`src/rtl/serial_pkg.sv`:
```
// serial_pkg: shared defaults and sizing helper for the buffered serial port.
package serial_pkg;
  localparam int DEF_WIDTH = 8;
  localparam int DEF_DEPTH = 16;
  function automatic int count_width(input int depth);
    return $clog2(depth + 1);
  endfunction
endpackage

```
`src/rtl/sync_fifo.sv`:
```
// sync_fifo: show-ahead synchronous FIFO; caller qualifies push/pop against full/empty.
module sync_fifo
  import serial_pkg::*;
#(
  parameter int WIDTH = DEF_WIDTH,
  parameter int DEPTH = DEF_DEPTH,
  localparam int CW = count_width(DEPTH),
  localparam int AW = $clog2(DEPTH)
) (
  input  logic             clock,
  input  logic             reset,
  input  logic             push,
  input  logic             pop,
  input  logic [WIDTH-1:0] wr_data,
  output logic [WIDTH-1:0] rd_data,
  output logic             full,
  output logic             empty,
  output logic [CW-1:0]    count
);
  logic [WIDTH-1:0] mem [DEPTH];
  logic [AW-1:0] wp, rp;
  always_ff @(posedge clock)
    if (push) mem[wp] <= wr_data;
  always_ff @(posedge clock) begin
    if (!reset) begin
      wp    <= '0;
      rp    <= '0;
      count <= '0;
    end else begin
      if (push) wp <= wp + AW'(1);
      if (pop) rp <= rp + AW'(1);
      count <= count + CW'(push) - CW'(pop);
    end
  end
  assign rd_data = mem[rp];
  assign full    = count == CW'(DEPTH);
  assign empty   = count == '0;
endmodule

```
`src/rtl/serial_fifo_port.sv`:
```
// serial_fifo_port: TX/RX FIFOs between CPU and line, with loopback and sticky error flags.
module serial_fifo_port
  import serial_pkg::*;
#(
  parameter int WIDTH = DEF_WIDTH,
  parameter int DEPTH = DEF_DEPTH,
  localparam int CW = count_width(DEPTH)
) (
  input  logic             clock,
  input  logic             reset,
  input  logic [WIDTH-1:0] cpu_wr_data,
  input  logic             cpu_wr_en,
  output logic             cpu_wr_ready,
  output logic [WIDTH-1:0] cpu_rd_data,
  output logic             cpu_rd_valid,
  input  logic             cpu_rd_en,
  output logic [WIDTH-1:0] tx_data,
  output logic             tx_valid,
  input  logic             tx_ready,
  input  logic [WIDTH-1:0] rx_data,
  input  logic             rx_valid,
  output logic             rx_ready,
  input  logic             loopback,
  input  logic             clear_flags,
  output logic [CW-1:0]    tx_count,
  output logic [CW-1:0]    rx_count,
  output logic             tx_overflow,
  output logic             rx_underflow
);
  logic tx_full, tx_empty, rx_full, rx_empty;
  logic tx_push, tx_pop, rx_push, rx_pop, xfer;
  logic [WIDTH-1:0] rx_wdata;
  assign xfer         = !tx_empty && !rx_full;
  assign tx_valid     = !tx_empty && !loopback;
  assign rx_ready     = !rx_full && !loopback;
  assign tx_pop       = loopback ? xfer : tx_valid && tx_ready;
  assign rx_push      = loopback ? xfer : rx_valid && rx_ready;
  assign rx_wdata     = loopback ? tx_data : rx_data;
  // A write into a full TX is still taken when the head leaves in the same cycle.
  assign tx_push      = cpu_wr_en && (!tx_full || tx_pop);
  assign rx_pop       = cpu_rd_en && !rx_empty;
  assign cpu_wr_ready = !tx_full;
  assign cpu_rd_valid = !rx_empty;
  sync_fifo #(.WIDTH(WIDTH), .DEPTH(DEPTH)) u_tx (
    .clock(clock), .reset(reset), .push(tx_push), .pop(tx_pop), .wr_data(cpu_wr_data),
    .rd_data(tx_data), .full(tx_full), .empty(tx_empty), .count(tx_count)
  );
  sync_fifo #(.WIDTH(WIDTH), .DEPTH(DEPTH)) u_rx (
    .clock(clock), .reset(reset), .push(rx_push), .pop(rx_pop), .wr_data(rx_wdata),
    .rd_data(cpu_rd_data), .full(rx_full), .empty(rx_empty), .count(rx_count)
  );
  always_ff @(posedge clock) begin
    if (!reset) begin
      tx_overflow  <= 1'b0;
      rx_underflow <= 1'b0;
    end else begin
      tx_overflow  <= (cpu_wr_en && !tx_push) || (tx_overflow && !clear_flags);
      rx_underflow <= (cpu_rd_en && rx_empty) || (rx_underflow && !clear_flags);
    end
  end
endmodule
```
`config.mk`:
```
export PLATFORM = sky130hd
export DESIGN_NAME = serial_fifo_port
export DESIGN_NICKNAME = d
export VERILOG_FILES = /design/src/rtl/serial_pkg.sv /design/src/rtl/sync_fifo.sv /design/src/rtl/serial_fifo_port.sv
export SDC_FILE = /design/constraint.sdc
export NUM_CORES = 1
export LEC_CHECK = 0
export CAP_MARGIN = 30
export CORE_UTILIZATION = 50
export DETAILED_ROUTE_END_ITERATION = 10
export HOLD_SLACK_MARGIN = 0.05
export PLACE_DENSITY = 0.72
export SLEW_MARGIN = 0
export SYNTH_ARGS = -nofsm -noshare
export SYNTH_HDL_FRONTEND = slang
export SYNTH_SLANG_ARGS = --single-unit
export TNS_END_PERCENT = 30
```
`constraint.sdc`:
```
create_clock -name clock -period 2.54 [get_ports clock]
set_clock_uncertainty 0.05 [all_clocks]
set_input_delay 0.254 -clock clock [delete_from_list [all_inputs] [get_ports clock]]
set_output_delay 0.254 -clock clock [all_outputs]
set_load 0.01 [all_outputs]
```
==> impl_results.md, run 1 <==
- Run status: complete, but fails checks
- Violations in the final reports: setup timing
- Clock tree from TritonCTS: yes
- Clock insertion delay at the later pin of the skew report: 0.55 ns
- Hold path depth: 4
- Buf/Inv on CP: 5
- Endpoint type of the worst setup path: register
- Post-synthesis cell count: 680
- Die Span X: 157.2 microns
- Initial antenna violation count: 0
- Cell internal pwr: 10.69 mW
- Standard-cell row count: 56
- Number of maximum-capacitance constraint violations: 0
- Final routed wire length divided by cell count: 22.27 microns
- Sequential element share of the synthesized area: 69.77%
- Final Hold Fails: 0
- RSZ-0062 raised after global routing: yes
- Switching part of the total power: 28.88%
- Total die area: 24,730 sq um
- Yosys warning count: 0
- Avg Vias per Cell: 5.592
- Leakage power total: 5.188 nW
- Worst hold slack: about 0.4 ns
- Portion of total power attributed to sequential cells: about two fifths
- Clock buffer count from CTS: 29
- Netlist area before placement: 12,050 sq um
- Setup violation total in the final timing report: 16
- Rel. slew slack: 43.12%
- Number of inserted filler cells in the final layout: 1,639
- Peak ir drop on the vdd network: roughly 0.0006 V
- Total routing usage reported by global routing: 21.63%
- Number of placed I/O pins: 56
- Top achievable clock speed: 0.3652 GHz
- Switching power of the nets: 4.339 mW
- Via count of the first global-routing pass: 6,936
- Unique cell type count in the Yosys netlist: 51
- Post-synthesis area per instance: 17.72 sq um
- Fin crit share: 107.8%
- Number of port buffers: 55
- Peak per-stage delay on the critical path: 0.41 ns
- Combinational share of power: 33.7%
- Global-route wire length before repair: 39,100 microns
- WL final: 26,550 microns
- Final ANT Viol Nets: 0
- Detailed-placement wirelength estimate: 16,670 microns
- Most numerous cell types in the synthesized netlist: sky130_fd_sc_hd__edfxtp_1, sky130_fd_sc_hd__mux2i_1, sky130_fd_sc_hd__nor2_1, sky130_fd_sc_hd__dfxtp_1, sky130_fd_sc_hd__inv_1
- Number of synthesized flops with an enable pin: roughly 260
- DR vias: 6,666
- Synth Net Count: between 700 and 800
- Maximum level of the CTS H-tree: 1
- Hold/Removal Path Class: in2reg
- Critical Path, Cell by Cell: inv_2 > ha_4 > buf_6 > and4bb_2 > buf_4 > buf_4 > a211oi_4 > ha_4 > inv_2 > fa_2 > nand2b_4 > a21oi_2 > o21ai_1 > nor3b_1
- Pin count of the biggest net entering global routing: 33
- Crit path time final: 2.739 ns
- Biggest area consumer among synthesized cells: sky130_fd_sc_hd__edfxtp_1
- CP arrival: 3.11 ns
- Area growth syn-to-layout: 24.87%
- DRC violation total after the first TritonRoute iteration: 504
- CTS Buffer Depth: 3
- Core Footprint: 23,540 sq um
- Post-CTS clock slew at the launch and capture registers of the worst setup and hold paths: 0.06 ns
- Number of detailed-route iterations in the first pass: 5
- Top delay family on crit path: adder cells
- Crit path depth: 14
- Weighted congestion at the end of routability-driven global placement: 0.8229
- Library cell contributing the largest single delay on the critical path: sky130_fd_sc_hd__fa_2
- Fraction of registers with async set/reset: 0%
- Chip height: 157.2 microns
- Number of synthesized register bits: 292
- Top FF cell, synth: sky130_fd_sc_hd__edfxtp_1
- Clock share of power: 26.3%
- Required arrival time at the worst endpoint: between 2 and 3 ns
- Min setup slack post-route: -0.1986 ns
- Number of remaining DRC errors: 0
- Clk sink count: 292
- Critical Path Fanout Max: 2
- GRT overflow: 0
- Final slew viol count: 0
- Fraction of layout instances using a drive strength above 1: 32.65%
- # diodes: 0
- Critical setup path kind: reg2reg
- R2r worst-path depth: 14
- Transition time at the pin with the least slew margin: 0.8505 ns
- CTS Root Buffer Type: sky130_fd_sc_hd__clkbuf_16
- Post-layout net count: 900
- Most instantiated library cell after synthesis: sky130_fd_sc_hd__edfxtp_1
- Cell types occupying the most area after synthesis: sky130_fd_sc_hd__edfxtp_1, sky130_fd_sc_hd__mux4_2, sky130_fd_sc_hd__dfxtp_1
- Proportion of netlist area held by the largest area contributor: about 64%
- Initial standard-cell utilization of the core: around half
- Power Density: 998.6 nW/um^2
- Startpoint kind of the worst setup timing path: register
- Final Core Density: 63.91%
repair_timing:
| item | 4_1_cts | 5_1_grt |
|---|---|---|
| gates resized for setup | 112 | 44 |
| setup endpoints to repair | 24 | 61 |
| cloned | 3 | 1 |
| hold buffers | 0 | 0 |
| setup buffers | 20 | 15 |
| pin swaps | 19 | 26 |
layout by cell type, fill, tap and decap left out, types with 14 or more instances in the layout:
master                            count
sky130_fd_sc_hd__and2_1              14
sky130_fd_sc_hd__buf_12              17
sky130_fd_sc_hd__buf_4               82
sky130_fd_sc_hd__buf_6               20
sky130_fd_sc_hd__clkbuf_16           30
sky130_fd_sc_hd__clkdlybuf4s50_1     36
sky130_fd_sc_hd__dfxtp_1             30
sky130_fd_sc_hd__edfxtp_1           256
sky130_fd_sc_hd__ha_1                18
sky130_fd_sc_hd__inv_1               29
sky130_fd_sc_hd__mux2i_1             45
sky130_fd_sc_hd__mux4_2              46
sky130_fd_sc_hd__nand2_1             25
sky130_fd_sc_hd__nor2_1              34
registers in the layout, indices dropped and copies added, names as in the netlist, named ones only:
register      count
rx_underflow      1
tx_overflow       1
u_rx.count        5
u_rx.mem        128
u_rx.rp           4
u_rx.wp           4
u_tx.count        5
u_tx.mem        128
u_tx.rp           4
u_tx.wp           4
per-stage QoR:
step	setup WS (ns)	setup TNS [ns]	power, mW	std cells	instance area (sq um)
floorplan	-0.1795	-1.843	8.717	680	12110
global placement	-0.1716	-4.176	10.31	1101	13640
detailed placement	-0.2427	-12.57	10.48	1101	13640
CTS	-0.2551	-2.403	14.86	1176	14820
global route	-0.2871	-6.920	15.67	1192	15050
finish	-0.1986	-1.870	15.03	1192	15050
kinds of logic after synthesis:
logic type               share of synthesized area, %
flip-flops                                      69.77
multiplexers                                    15.22
AND/OR/NAND/NOR                                 6.406
AO/OA/AOI/OAI                                   2.461
buffers and inverters                           2.720
adder cells (fa/ha/maj)                         2.617
XOR/XNOR                                       0.7995
layout make-up:
cell class	count	area [sq um]	share of cell area [%]
well taps	319	399.1	2.653
multi-input cells	321	3480	23.12
repair buffers	173	1734	11.53
flip-flops and latches	292	8426	56.00
clock inverters	21	143.9	0.9563
clock buffers	31	733.2	4.873
inverters	35	131.4	0.8731
worst paths after layout:
check | startpoint | to | slack (ns)
setup / recovery | u_rx.count[3] | u_rx.count[4] | -0.20
hold / removal | clear_flags | rx_underflow | 0.40
setup reg to reg | u_rx.count[3] | u_rx.count[4] | -0.20
hold reg to reg | u_tx.rp[3] | u_tx.rp[3] | 0.44
routing by layer:
| metal | GRT usage [%] | vias to the layer above | wire length, microns |
|---|---|---|---|
| met4 | 7.351 | 0 | 741 |
| met5 | 0 | - | 0 |
| met2 | 39.28 | 234 | 14280 |
| met1 | 26.03 | 3378 | 9960 |
| li1 | - | 3000 | - |
| met3 | 3.579 | 54 | 1569 |
worst reg2reg max path, stage by stage (launching register included):
cell,delay (ns)
sky130_fd_sc_hd__dfxtp_2,0.34
sky130_fd_sc_hd__inv_2,0.05
sky130_fd_sc_hd__ha_4,0.15
sky130_fd_sc_hd__buf_6,0.11
sky130_fd_sc_hd__and4bb_2,0.25
sky130_fd_sc_hd__buf_4,0.13
sky130_fd_sc_hd__buf_4,0.14
sky130_fd_sc_hd__a211oi_4,0.23
sky130_fd_sc_hd__ha_4,0.19
sky130_fd_sc_hd__inv_2,0.04
sky130_fd_sc_hd__fa_2,0.41
sky130_fd_sc_hd__nand2b_4,0.16
sky130_fd_sc_hd__a21oi_2,0.15
sky130_fd_sc_hd__o21ai_1,0.07
sky130_fd_sc_hd__nor3b_1,0.14
power groups by stage:
stage / logic, mW / clock network, mW / registers, mW
4_1_cts: 4.84 / 4.00 / 6.01
5_1_grt: 5.44 / 4.19 / 6.05
2_1_floorplan: 2.67 / 0 / 6.05
6_report: 5.07 / 3.94 / 6.01
3_5_place_dp: 4.40 / 0 / 6.07
3_3_place_gp: 4.27 / 0 / 6.04
No activity file was read; power rests on OpenSTA's default activity.
==> inputs of run 2 (changes only) <==
--- a/config.mk
+++ b/config.mk
@@ -5,11 +5,14 @@
 export SDC_FILE = /design/constraint.sdc
 export NUM_CORES = 1
 export LEC_CHECK = 0
+export ABC_AREA = 0
 export CAP_MARGIN = 30
 export CORE_UTILIZATION = 50
 export DETAILED_ROUTE_END_ITERATION = 10
+export GPL_ROUTABILITY_DRIVEN = 0
 export HOLD_SLACK_MARGIN = 0.05
 export PLACE_DENSITY = 0.72
+export SKIP_CTS_REPAIR_TIMING = 1
 export SLEW_MARGIN = 0
 export SYNTH_ARGS = -nofsm -noshare
 export SYNTH_HDL_FRONTEND = slang
==> run 2 against run 1 <==
Largest power group unchanged. Count of clock-buffer cells in the layout is the same. Final cell count grew 0.76%. First-iteration DRC count shrank 10%. Power grew 0.91%. Global-route usage shrank 0.93 points. Via count grew 0.75%. The flow still finishes with violations (setup timing). Sequential share of layout area shrank 0.30 points. Hold slack gained 0.0019 ns. Register-to-register slack gained 0.04 ns.
==> impl_results.md, run 2 (same netlist as run 1, synthesis figures left out) <==
- Violations in the final reports: setup timing
- # diodes: 0 (unchanged)
- Min setup slack post-route: -0.2117 ns (-0.01317 ns)
- Required arrival time at the worst endpoint: 2.24 ns (-0.67 ns)
- DR vias: 6,716 (+0.75%)
- Global-route wire length before repair: 37,490 microns (-4.1%)
- Pin count of the biggest net entering global routing: 33 (unchanged)
- Startpoint kind of the worst setup timing path: register
- Hold/Removal Path Class: in2reg
- Cell mode on critical path: sky130_fd_sc_hd__mux4_2
- Final ANT Viol Nets: 0 (unchanged)
- Final Core Density: 64.25% (+0.34 points)
- Leakage power total: 5.259 nW (+1.4%)
- Run status: complete, but fails checks
- Number of maximum-capacitance constraint violations: 0 (unchanged)
- DRC violation total after the first TritonRoute iteration: 453 (-10%)
- Avg Vias per Cell: 5.592 (about the same)
- Clock buffer count from CTS: 29 (unchanged)
- WL final: 26,850 microns (+1.1%)
- Number of detailed-route iterations in the first pass: 6 (+1)
- Number of remaining DRC errors: 0 (unchanged)
- Die Span X: 157.2 microns (unchanged)
- Final slew viol count: 0 (unchanged)
- Post-layout net count: 909 (+1.0%)
- Critical Path Fanout Max: 7 (+5)
- Post-CTS clock slew at the launch and capture registers of the worst setup and hold paths: 0.06 ns (about the same)
- Standard-cell row count: 56 (unchanged)
- Power Density: 1002 nW/um^2 (+0.37%)
- CTS Buffer Depth: 3 (unchanged)
- Core Footprint: 23,540 sq um (unchanged)
- Endpoint type of the worst setup path: output port
- Initial standard-cell utilization of the core: 51.19% (unchanged)
- Crit path time final: 2.752 ns (+0.01317 ns)
- Final Hold Fails: 0 (unchanged)
- Library cell contributing the largest single delay on the critical path: sky130_fd_sc_hd__mux4_2
- Pre-CTS WS: -0.2427 ns (unchanged)
- RSZ-0062 raised after global routing: yes
- Peak ir drop on the vdd network: 0.0006179 V (about the same)
- Total routing usage reported by global routing: 20.70% (-0.93 points)
- Clock insertion delay at the later pin of the skew report: 0.56 ns (about the same)
- Fin crit share: 108.3% (+0.52 points)
- Top achievable clock speed: 0.3634 GHz (-0.48%)
- Area growth syn-to-layout: 25.53%
- GRT overflow: 0 (unchanged)
- Final setup TNS: -1.842 ns (+0.02782 ns)
- Peak per-stage delay on the critical path: 0.51 ns (+0.10 ns)
- Largest registers: u_rx.mem (128), u_tx.mem (128)
- Via count of the first global-routing pass: 6,750 (-2.7%)
- Final routed wire length divided by cell count: 22.36 microns (+0.39%)
- Cells after DPL: 1,101 (unchanged)
- Critical setup path kind: reg2out
- Maximum level of the CTS H-tree: 1 (unchanged)
- Fraction of layout instances using a drive strength above 1: 32.88% (+0.23 points)
- CTS Root Buffer Type: sky130_fd_sc_hd__clkbuf_16
- Number of port buffers: 55 (unchanged)
- Post-Layout Cell Count: 1,201 (+0.76%)
- Setup violation total in the final timing report: 13 (-3)
- Most common cell after layout, fill and taps aside: sky130_fd_sc_hd__edfxtp_1
- Detailed-placement wirelength estimate: 16,670 microns (unchanged)
- Clk sink count: 292 (unchanged)
- Total die area: 24,730 sq um (unchanged)
- Initial antenna violation count: 0 (unchanged)
- CP arrival: 2.45 ns (-0.66 ns)
- Leading cell types in the layout, fill and taps excluded: sky130_fd_sc_hd__edfxtp_1, sky130_fd_sc_hd__buf_4, sky130_fd_sc_hd__mux4_2, sky130_fd_sc_hd__mux2i_1, sky130_fd_sc_hd__clkdlybuf4s50_1
- Chip height: 157.2 microns (unchanged)
- Critical Path, Cell by Cell: clkbuf_16 > buf_12 > mux4_2 > mux4_2 > clkbuf_2
- Number of placed I/O pins: 56 (unchanged)
- Transition time at the pin with the least slew margin: 0.8312 ns (-0.01934 ns)
- Rel. slew slack: 44.41% (+1.3 points)
- Clock tree from TritonCTS: yes
[run 2: changes by cell type in the layout (fill, tap and decap cells not counted), moves of 3 or more]
cell	previous run	this run
sky130_fd_sc_hd__buf_6	20	17
sky130_fd_sc_hd__clkbuf_16	30	34
sky130_fd_sc_hd__buf_4	82	87
sky130_fd_sc_hd__clkbuf_2	2	6
[run 2: path summary, 6_finish.rpt]
| check | start | to | slack [ns] | cells past startpoint |
|---|---|---|---|---|
| max | register | cpu_rd_data[7] | -0.21 | 5 |
| min | clear_flags | rx_underflow | 0.40 | 4 |
| max reg2reg | u_rx.count[3] | u_tx.count[4] | -0.16 | 14 |
| min reg2reg | u_tx.rp[3] | u_tx.rp[3] | 0.44 | 2 |
[run 2: power breakdown]
part	total, mW	internal (mW)	leakage, nW	switching (mW)
combinational	5.18	2.81	2.22	2.37
clock	3.96	2.19	0.433	1.76
sequential	6.02	5.78	2.61	0.246
[run 2: final cells by class]
class | instances | area, sq um
clock buffer | 31 | 733.2
clock inverter | 21 | 143.9
fill | 1624 | 8416
inverter | 35 | 133.9
multi-input combinational | 321 | 3456
sequential | 292 | 8426
tap | 319 | 399.1
timing repair buffer | 182 | 1836
[run 2: per-stage QoR]
step | cell area (sq um) | total power [mW] | hold slack (ns)
after floorplan | 12110 | 8.717 | 0.3029
after global placement | 13640 | 10.31 | 0.4126
after detailed placement | 13640 | 10.48 | 0.4290
after CTS | 14520 | 14.42 | 0.3983
after global routing | 15130 | 15.79 | 0.4217
final | 15130 | 15.16 | 0.4047
[run 2: metal layers]
| metal | global-route usage (%) | up-vias | wire length, microns |
|---|---|---|---|
| met1 | 24.70 | 3442 | 10580 |
| met3 | 3.689 | 48 | 1247 |
| met4 | 7.074 | 0 | 720 |
| met2 | 37.61 | 211 | 14310 |
| li1 | - | 3015 | - |
| met5 | 0 | - | 0 |
[run 2: critical path: cells and delay by family, from the launching register on]
family	cells	cell delay [ns]
flops	1	0.41
mux	2	1.00
buf+inv	3	0.47
==> inputs of run 3 (changes only) <==
--- a/config.mk
+++ b/config.mk
@@ -7,11 +7,11 @@
 export LEC_CHECK = 0
 export ABC_AREA = 0
 export CAP_MARGIN = 30
-export CORE_UTILIZATION = 50
+export CORE_UTILIZATION = 54
 export DETAILED_ROUTE_END_ITERATION = 10
 export GPL_ROUTABILITY_DRIVEN = 0
 export HOLD_SLACK_MARGIN = 0.05
-export PLACE_DENSITY = 0.72
+export PLACE_DENSITY = 0.75
 export SKIP_CTS_REPAIR_TIMING = 1
 export SLEW_MARGIN = 0
 export SYNTH_ARGS = -nofsm -noshare
==> run 3 against run 2 <==
The run still ends with setup timing left. Combinational power is 6.0% lower. Highest routed layer unchanged. Routed wire length is 4.7% lower. Sequential share of layout area is 1.3 points higher. Sequential cell count stayed put. Design area is 2.3% lower. Critical path depth is 9 higher. Via count is 1.7% lower. Largest cell class unchanged.
==> impl_results.md, run 3 (same netlist as run 1, synthesis figures left out) <==
- Min setup slack post-route: -0.1887 ns (+0.02306 ns)
- Post-layout net count: 878 (-3.4%)
- Avg Vias per Cell: 5.844 (+4.5%)
- Portion of total power attributed to sequential cells: 40.8% (+1.1 points)
- Total routing usage reported by global routing: 22.54% (+1.8 points)
- Power Density: 1006 nW/um^2 (+0.40%)
- Detailed-placement wirelength estimate: 16,370 microns (-1.8%)
- Post-CTS clock slew at the launch and capture registers of the worst setup and hold paths: 0.06 ns (about the same)
- Violations in the final reports: setup timing
- Initial antenna violation count: 0 (unchanged)
- Critical Path Fanout Max: 2 (-5)
- Crit path time final: 2.729 ns (-0.02306 ns)
- Setup violation total in the final timing report: 11 (-2)
- Beginning of the worst hold path: clear_flags
- Die Span X: 151.4 microns (-3.7%)
- WL final: 25,590 microns (-4.7%)
- Run status: complete, but fails checks
- Clock share of power: 26.5% (+0.4 points)
- Fin crit share: 107.4% (-0.91 points)
- Clk sink count: 292 (unchanged)
- Total die area: 22,920 sq um (-7.3%)
- Combinational share of power: 32.7% (-1.5 points)
- CP arrival: 3.07 ns (+0.62 ns)
- Critical setup path kind: reg2reg
- Pin count of the biggest net entering global routing: 33 (unchanged)
- Number of detailed-route iterations in the first pass: 5 (-1)
- Final Hold Fails: 0 (unchanged)
- Routed length on met3: 1457 microns (+17%)
- Via count of the first global-routing pass: 6,792 (+0.62%)
- Final slew viol count: 0 (unchanged)
- Met1 Routed Length: 9758 microns (-7.7%)
- Worst hold slack: 0.4235 ns (+0.01880 ns)
- CTS Root Buffer Type: sky130_fd_sc_hd__clkbuf_16
- Final ANT Viol Nets: 0 (unchanged)
- Startpoint kind of the worst setup timing path: register
- DRC violation total after the first TritonRoute iteration: 451 (-0.44%)
- Number of inserted filler cells in the final layout: 1,366 (-16%)
- Number of placed I/O pins: 56 (unchanged)
- GRT overflow: 0 (unchanged)
- Rel. slew slack: 41.71% (-2.7 points)
- RSZ-0062 raised after global routing: yes
- Required arrival time at the worst endpoint: 2.88 ns (+0.64 ns)
- DR vias: 6,604 (-1.7%)
- Top achievable clock speed: 0.3665 GHz (+0.85%)
- Leading cell types in the layout, fill and taps excluded: sky130_fd_sc_hd__edfxtp_1, sky130_fd_sc_hd__buf_4, sky130_fd_sc_hd__mux4_2, sky130_fd_sc_hd__mux2i_1, sky130_fd_sc_hd__nor2_1
- Multi-input combinational cell area: 3385 sq um (-2.1%)
- Standard-cell row count: 54 (-3.6%)
- Switching power of the nets: 4.133 mW (-5.7%)
- Endpoint type of the worst setup path: register
- Number of port buffers: 55 (unchanged)
- Cell internal pwr: 10.74 mW (-0.39%)
- Leakage power total: 5.097 nW (-3.1%)
- Chip height: 151.4 microns (-3.7%)
- Clock tree from TritonCTS: yes
- FF/Latch Area: 8426 sq um (unchanged)
- # diodes: 0 (unchanged)
- Routed length on met2: 13,690 microns (-4.3%)
- Final setup TNS: -1.292 ns (+0.5499 ns)
- Max Used Layer: met4
- Area growth syn-to-layout: 22.61%
- Fraction of layout instances using a drive strength above 1: 29.06% (-3.8 points)
- Initial standard-cell utilization of the core: 55.22% (+4.0 points)
- Worst setup path start: u_rx.count[3]
- Number of remaining DRC errors: 0 (unchanged)
- Largest registers: u_rx.mem (128), u_tx.mem (128)
- Startpoint of the lowest-slack register-to-register path: u_rx.count[3]
- Clock buffer count from CTS: 28 (-3.4%)
- Peak ir drop on the vdd network: 0.0007227 V (+17%)
- Hold/Removal Path Class: in2reg
- Clock insertion delay at the later pin of the skew report: 0.52 ns (-0.04 ns)
- Switching part of the total power: 27.80% (-1.1 points)
- Number of maximum-capacitance constraint violations: 0 (unchanged)
- Final routed wire length divided by cell count: 22.64 microns (+1.3%)
- Maximum level of the CTS H-tree: 1 (unchanged)
- CTS Buffer Depth: 3 (unchanged)
- Global-route wire length before repair: 37,840 microns (+0.92%)
- Transition time at the pin with the least slew margin: 0.8711 ns (+0.03993 ns)
- Most common cell after layout, fill and taps aside: sky130_fd_sc_hd__edfxtp_1
- Cells after DPL: 1,057 (-4.0%)
- Core Footprint: 21,820 sq um (-7.3%)
- Post-Layout Cell Count: 1,130 (-5.9%)
## run 3: cell count changes in the layout (fill, tap and decap cells not counted), sizes merged
| cell | before | now |
|---|---|---|
| buf | 131 | 100 |
| bufinv | 1 | 2 |
| clkbuf | 43 | 51 |
| clkinv | 16 | 3 |
| dlymetal6s2s | 3 | 9 |
| inv | 38 | 35 |
## run 3: critical path: stages, from the launching register on
cell	delay, ns
sky130_fd_sc_hd__dfxtp_2	0.32
sky130_fd_sc_hd__inv_2	0.07
sky130_fd_sc_hd__ha_4	0.14
sky130_fd_sc_hd__or4b_4	0.48
sky130_fd_sc_hd__nand2_4	0.10
sky130_fd_sc_hd__inv_4	0.04
sky130_fd_sc_hd__ha_4	0.24
sky130_fd_sc_hd__inv_4	0.05
sky130_fd_sc_hd__ha_4	0.12
sky130_fd_sc_hd__inv_2	0.04
sky130_fd_sc_hd__fa_2	0.39
sky130_fd_sc_hd__nand2b_4	0.16
sky130_fd_sc_hd__a21oi_4	0.16
sky130_fd_sc_hd__o21ai_1	0.08
sky130_fd_sc_hd__nor3b_2	0.15
## run 3: metal layers
layer | up-vias | track usage (%)
met2 | 258 | 41.03
met1 | 3354 | 28.03
met4 | 0 | 6.600
li1 | 2941 | -
met5 | - | 0
met3 | 51 | 2.861
## run 3: cell type report
class,count,share of cell area [%]
tap,280,2.371
multi-input combinational,321,22.91
inverter,35,0.9230
timing repair buffer,152,10.88
sequential,292,57.02
clock inverter,6,0.5335
clock buffer,44,5.360
## run 3: through the flow
stage	cell area, sq um	utilization (%)	total power, mW	setup WS, ns
2_1_floorplan	12110	-	8.717	-0.1795
3_3_place_gp	13540	62.04	10.22	-0.1231
3_5_place_dp	13540	62.04	10.42	-0.2229
4_1_cts	14410	66.03	14.35	-0.6255
5_1_grt	14780	67.70	15.51	-0.3000
6_report	14780	67.70	14.87	-0.1887
## run 3: worst paths after layout
path	end	slack [ns]	cells past startpoint
max	u_rx.count[4]	-0.19	14
min	rx_underflow	0.42	4
max reg2reg	u_rx.count[4]	-0.19	14
min reg2reg	rx_underflow	0.44	2
## run 3: power by group through the flow
stage	logic (mW)	clock network (mW)	registers [mW]
2_1_floorplan	2.67	0	6.05
4_1_cts	4.35	3.99	6.01
5_1_grt	5.25	4.16	6.09
3_3_place_gp	4.15	0	6.07
3_5_place_dp	4.32	0	6.11
6_report	4.87	3.93	6.07
